$ cat src/rtl/prng_pkg.sv
// Shared types and constants for the XNOR-LFSR PRNG controller.
package prng_pkg;

   typedef enum logic [1:0] {
      ST_SEED   = 2'd0,
      ST_WARMUP = 2'd1,
      ST_READY  = 2'd2
   } state_e;

   localparam int SEED_WORDS = 6;
   localparam int LFSR_W     = 168;
   localparam int RND_W      = 3;
   localparam int WORD_W     = 32;
   localparam int LAST_BITS  = LFSR_W - WORD_W * (SEED_WORDS - 1);

   // Bits of seed word idx that actually land in the LFSR.
   function automatic logic [WORD_W-1:0] seed_mask(input logic [2:0] idx);
      seed_mask = '1;
      if (int'(idx) == SEED_WORDS - 1) begin
         seed_mask = {{(WORD_W - LAST_BITS){1'b0}}, {LAST_BITS{1'b1}}};
      end
   endfunction

endpackage

$ cat src/rtl/prng_sched_rr_arbiter.sv
// Combinational round-robin arbiter: first set request at or above ptr_i,
// wrapping from NREQ-1 back to 0.
module rr_arbiter #(
   parameter int NREQ = 4,
   parameter int PW   = (NREQ > 1) ? $clog2(NREQ) : 1
) (
   input  logic [NREQ-1:0] req_i,
   input  logic [PW-1:0]   ptr_i,
   output logic [NREQ-1:0] gnt_o,
   output logic [PW-1:0]   gnt_idx_o
);

   logic          found;
   logic [PW-1:0] k;

   always_comb begin
      gnt_o     = '0;
      gnt_idx_o = '0;
      found     = 1'b0;
      k         = '0;
      for (int i = 0; i < NREQ; i++) begin
         k = PW'((int'(ptr_i) + i) % NREQ);
         if (!found && req_i[k]) begin
            found     = 1'b1;
            gnt_o[k]  = 1'b1;
            gnt_idx_o = k;
         end
      end
   end

endmodule

$ cat src/rtl/prng_sched.sv
// Seeding, warm-up and round-robin sharing controller for the
// 168-bit XNOR-LFSR PRNG datapath.
module prng_sched
   import prng_pkg::*;
#(
   parameter int NREQ       = 4,
   parameter int WARMUP_CYC = 168
) (
   input  logic              wb_clk_i,
   input  logic              wb_rst_n,
   input  logic              cfg_we_i,
   input  logic [31:0]       cfg_dat_i,
   input  logic              cfg_restart_i,
   input  logic [NREQ-1:0]   req_i,
   output logic [NREQ-1:0]   vld_o,
   output logic [RND_W-1:0]  rnd_o,
   output logic              seed_wr_o,
   output logic [2:0]        seed_idx_o,
   output logic [31:0]       seed_dat_o,
   output logic              step_o,
   input  logic [RND_W-1:0]  rnd_i,
   output logic              ready_o,
   output logic              seed_err_o,
   output logic [1:0]        state_o
);

   localparam int PW = (NREQ > 1) ? $clog2(NREQ) : 1;
   localparam int CW = (WARMUP_CYC > 1) ? $clog2(WARMUP_CYC) : 1;
   localparam logic [CW-1:0] CNT_LAST = CW'(WARMUP_CYC - 1);
   localparam logic [2:0]    IDX_LAST = 3'(SEED_WORDS - 1);

   state_e            state_q, state_d;
   logic [2:0]        idx_q, idx_d;
   logic              and_q, and_d;
   logic [CW-1:0]     cnt_q, cnt_d;
   logic              err_q, err_d;
   logic [PW-1:0]     ptr_q, ptr_d;
   logic [NREQ-1:0]   vld_q, vld_d;
   logic [RND_W-1:0]  rnd_q, rnd_d;

   logic [NREQ-1:0]   gnt;
   logic [PW-1:0]     gnt_idx;
   logic              seed_wr;
   logic              step;
   logic              word_ones;
   logic              all_ones;

   rr_arbiter #(
      .NREQ (NREQ),
      .PW   (PW)
   ) u_arb (
      .req_i     (req_i),
      .ptr_i     (ptr_q),
      .gnt_o     (gnt),
      .gnt_idx_o (gnt_idx)
   );

   // An all-ones seed is the XNOR lock-up state and must be rejected.
   assign word_ones = &(cfg_dat_i | ~seed_mask(idx_q));
   assign all_ones  = and_q & word_ones;

   always_comb begin
      state_d = state_q;
      idx_d   = idx_q;
      and_d   = and_q;
      cnt_d   = cnt_q;
      err_d   = err_q;
      ptr_d   = ptr_q;
      vld_d   = '0;
      rnd_d   = rnd_q;
      seed_wr = 1'b0;
      step    = 1'b0;

      unique case (state_q)
         ST_SEED: begin
            if (cfg_we_i) begin
               seed_wr = 1'b1;
               err_d   = 1'b0;
               if (idx_q == IDX_LAST) begin
                  idx_d = '0;
                  and_d = 1'b1;
                  if (all_ones) begin
                     err_d = 1'b1;
                  end else begin
                     state_d = ST_WARMUP;
                     cnt_d   = '0;
                  end
               end else begin
                  idx_d = idx_q + 3'd1;
                  and_d = all_ones;
               end
            end
         end
         ST_WARMUP: begin
            step = 1'b1;
            if (cnt_q == CNT_LAST) begin
               state_d = ST_READY;
            end else begin
               cnt_d = cnt_q + 1'b1;
            end
         end
         ST_READY: begin
            if (|req_i) begin
               step  = 1'b1;
               vld_d = gnt;
               rnd_d = rnd_i;
               ptr_d = (int'(gnt_idx) == NREQ - 1) ? '0 : gnt_idx + 1'b1;
            end
         end
         default: begin
            state_d = ST_SEED;
            idx_d   = '0;
         end
      endcase

      // A grant issued in the restart cycle is dropped.
      if (cfg_restart_i) begin
         state_d = ST_SEED;
         idx_d   = '0;
         and_d   = 1'b1;
         cnt_d   = '0;
         err_d   = err_q;
         ptr_d   = ptr_q;
         vld_d   = '0;
         rnd_d   = rnd_q;
         seed_wr = 1'b0;
      end
   end

   always_ff @(posedge wb_clk_i or negedge wb_rst_n) begin
      if (!wb_rst_n) begin
         state_q <= ST_SEED;
         idx_q   <= '0;
         and_q   <= 1'b1;
         cnt_q   <= '0;
         err_q   <= 1'b0;
         ptr_q   <= '0;
         vld_q   <= '0;
         rnd_q   <= '0;
      end else begin
         state_q <= state_d;
         idx_q   <= idx_d;
         and_q   <= and_d;
         cnt_q   <= cnt_d;
         err_q   <= err_d;
         ptr_q   <= ptr_d;
         vld_q   <= vld_d;
         rnd_q   <= rnd_d;
      end
   end

   assign seed_wr_o  = seed_wr;
   assign seed_idx_o = idx_q;
   assign seed_dat_o = seed_wr ? cfg_dat_i : '0;
   assign step_o     = step;
   assign vld_o      = vld_q;
   assign rnd_o      = rnd_q;
   assign ready_o    = (state_q == ST_READY);
   assign seed_err_o = err_q;
   assign state_o    = state_q;

endmodule

$ cat config.mk
export PLATFORM = sky130hd
export DESIGN_NAME = prng_sched
export DESIGN_NICKNAME = d
export VERILOG_FILES = /design/src/rtl/prng_pkg.sv /design/src/rtl/prng_sched_rr_arbiter.sv /design/src/rtl/prng_sched.sv
export SDC_FILE = /design/constraint.sdc
export NUM_CORES = 1
export LEC_CHECK = 0
export ABC_AREA = 1
export CAP_MARGIN = 30
export CORE_MARGIN = 5
export CORE_UTILIZATION = 43
export CTS_CLUSTER_DIAMETER = 60
export DETAILED_ROUTE_END_ITERATION = 12
export PLACE_DENSITY = 0.84
export SYNTH_ARGS = -nofsm -noshare
export SYNTH_HDL_FRONTEND = slang
export SYNTH_SLANG_ARGS = --single-unit
$ cat constraint.sdc
create_clock -name wb_clk_i -period 2.5 [get_ports wb_clk_i]
set_clock_uncertainty 0.15 [all_clocks]
set_input_delay 0.5 -clock wb_clk_i [delete_from_list [all_inputs] [get_ports wb_clk_i]]
set_output_delay 0.5 -clock wb_clk_i [all_outputs]
set_load 0.02 [all_outputs]
==> impl_metrics.env <==
export IMPL_vias=2423
export IMPL_synth_top_family_by_area="simple AND/OR/NAND/NOR gates"
export IMPL_vias_per_cell=4.74
export IMPL_worstPathArrival_ns=1.77
export IMPL_leakagePower_nw=1.76
export IMPL_end_kind="output port"
export IMPL_ys_seq_elements=24
export IMPL_fill_cells=403
export IMPL_insertedDiodeCount=0
export IMPL_ant_nets=0
export IMPL_synth_compound_area_share_pct=8.22
export IMPL_grt_total_usage_pct=21.4
export IMPL_hold_class="reg2reg"
export IMPL_mostFrequentLayoutCells="nand2_1, inv_1, clkdlybuf4s50_1"
export IMPL_fin_area_sq_um=3310
export IMPL_power_density_nw_per_um2=846
export IMPL_slew_headroom_pct=74.8
export IMPL_avgSynthCellArea_sq_um=6.39
export IMPL_drive_gt1_share_pct=25.2
export IMPL_antenna_found_initial=0
export IMPL_synth_warnings=0
export IMPL_cts_tree="done"
export IMPL_cts_max_path_buffers=2
export IMPL_worstMarginPinSlew_ns=0.374
export IMPL_drc=0
export IMPL_grt_pass1_wl_um=10900
export IMPL_firstDrtPassIters=4
export IMPL_cts_made_buffers=3
export IMPL_cp_max_fo=16
export IMPL_period_needed_ns=2.42
export IMPL_htree_levels=1
export IMPL_dieWidth_um=79.6
export IMPL_row_count=25
export IMPL_required_ns=1.85
export IMPL_place_area_sq_um=3240
export IMPL_synth_cell_type_count=28
export IMPL_synth_fa_ha_area_share_pct=6.60
export IMPL_ir_worst_vdd_mv=0.524
export IMPL_numPortBuffers=90
export IMPL_coreArea_sq_um=4720
export IMPL_cp_start_kind="flip-flop"
export IMPL_syn_inst=326
export IMPL_synth_top_area_share_pct=27.6
export IMPL_synth_nets=380
export IMPL_clkTransAtPathRegs_ns=0.08
export IMPL_drt_initial_drc_count=81
export IMPL_synth_area_leaders="dfrtp_1, nand2_1, inv_1, nor2_1, ha_1"
export IMPL_postLayoutCoreUtil_pct=70.0
export IMPL_dieArea_sq_um=6340
export IMPL_grt_pass1_vias=2420
export IMPL_fin_nets=499
export IMPL_period_share_pct=97.0
export IMPL_globalplace_congestion=0.818
export IMPL_grt_start_max_net_pins=34
export IMPL_ctsHoldBuffers=0
export IMPL_hold_viol=0
export IMPL_setup_viol=0
export IMPL_synthSimpleGateAreaFrac_pct=40.5
export IMPL_pin_count=91
export IMPL_hpwl_um=5350
export IMPL_synth_xor_area_share_pct=1.26
export IMPL_yosysTopAreaCell="dfrtp_1"
export IMPL_cts_sinks=24
export IMPL_clk_latency_ns=0.27
export IMPL_critPathKind="reg2out"
export IMPL_clockRootBuffer="clkbuf_8"
export IMPL_area_growth_pct=58.7
export IMPL_rsz0062_at_grt="true"
export IMPL_grt_overflow_total=0
export IMPL_die_y_um=79.6
export IMPL_synth_area_mux_share_pct=0
export IMPL_syn_area_sq_um=2080
export IMPL_yosysSeqAreaShare_pct=28.9
export IMPL_max_cap_violations=0
export IMPL_final_common_cell="nand2_1"
export IMPL_wire_per_inst_um=12.9
export IMPL_wirelength_um=6600
export IMPL_drv_slew=0
export IMPL_max_freq_mhz=413
export IMPL_initial_core_util_pct=44.1
export IMPL_status="complete, no violations"
==> metrics by stage <==
step	setup WS (ns)	hold WS, ns	total power, mW	cells	TNS (ns)
detailed placement	-0.429	0.321	2.50	504	-12.99
global placement	-0.413	0.312	2.44	504	-11.66
floorplan	0.00284	0.0544	1.73	326	0
finish	0.0758	0.337	2.80	511	0
CTS	0.0000473	0.343	2.72	508	0
global route	-0.0405	0.364	3.05	511	-0.586
==> registers in the layout (all words and copies together), names as in the netlist, named ones only <==
| register | count |
|---|---|
| seed_idx_o | 3 |
| cnt_q | 8 |
| vld_o | 4 |
| ptr_q | 1 |
| state_o | 2 |
| seed_err_o | 1 |
| and_q | 1 |
| rnd_o | 3 |
==> power breakdown <==
group	total, mW	switching (mW)	internal (mW)
Combinational	2.02	1.20	0.814
Clock	0.239	0.125	0.114
Sequential	0.544	0.0648	0.479
Total	2.80	1.39	1.41
==> routing by layer <==
| layer | GRT usage [%] | wire (um) |
|---|---|---|
| met5 | 0 | 0 |
| met1 | 24.8 | 2620 |
| met4 | 5.15 | 77 |
| met3 | 3.84 | 595 |
| met2 | 40.0 | 3300 |
==> worst max-delay path, cell delays in order (launching register included) <==
cell and delay, ns:
dfrtp_1 0.40, inv_2 0.08, ha_4 0.13, inv_2 0.04, nor2_4 0.11, inv_2 0.06
nor2_4 0.21, buf_6 0.15, inv_8 0.07, nor2_2 0.09, buf_4 0.14
==> worst paths after layout <==
path / startpoint / to / slack [ns] / depth (start not counted)
max in group asynchronous: wb_rst_n / and_q / 1.48 / 2
min: seed_err_o / seed_err_o / 0.34 / 2
max: state_o[0] / seed_dat_o[5] / 0.08 / 10
min in group asynchronous: wb_rst_n / state_o[0] / 0.43 / 2
min reg2reg: seed_err_o / seed_err_o / 0.34 / 2
max reg2reg: state_o[0] / cnt_q[3] / 0.44 / 9
==> layout make-up <==
type	count	area [sq um]	share of cell area (%)
Clock buffer	4	45.0	1.36
Inverter	76	298	9.00
Multi-Input combinational cell	222	1250	37.7
Sequential cell	24	602	18.2
Tap cell	67	83.8	2.53
Timing Repair Buffer	117	1020	30.8
Timing Repair inverter	1	11.3	0.340
==> Yosys cell counts, drive strengths merged <==
| cell type | count |
|---|---|
| a211oi | 1 |
| a21oi | 8 |
| a22oi | 2 |
| a2bb2oi | 1 |
| buf | 1 |
| clkbuf | 3 |
| dfrtp | 23 |
| dfstp | 1 |
| ha | 11 |
| inv | 76 |
| nand2 | 81 |
| nand3 | 19 |
| nand4 | 10 |
| nor2 | 57 |
| nor3 | 5 |
| nor4 | 4 |
| o21ai | 20 |
| xor2 | 3 |
==> cell families (layout without fill, tap and decap cells) <==
family	count (synthesis)	in the layout
compound gates	32	32
xor+xnor	3	3
simple gates	176	176
flops	24	24
fa+ha+maj	11	11
buf+inv	80	198
==> timing repair <==
item,4_1_cts,5_1_grt
pin swaps,0,3
setup endpoints to repair,34,34
setup buffers,0,2
gates cloned,0,1
gates resized for setup,64,118
No activity file was read; power rests on OpenSTA's default activity.
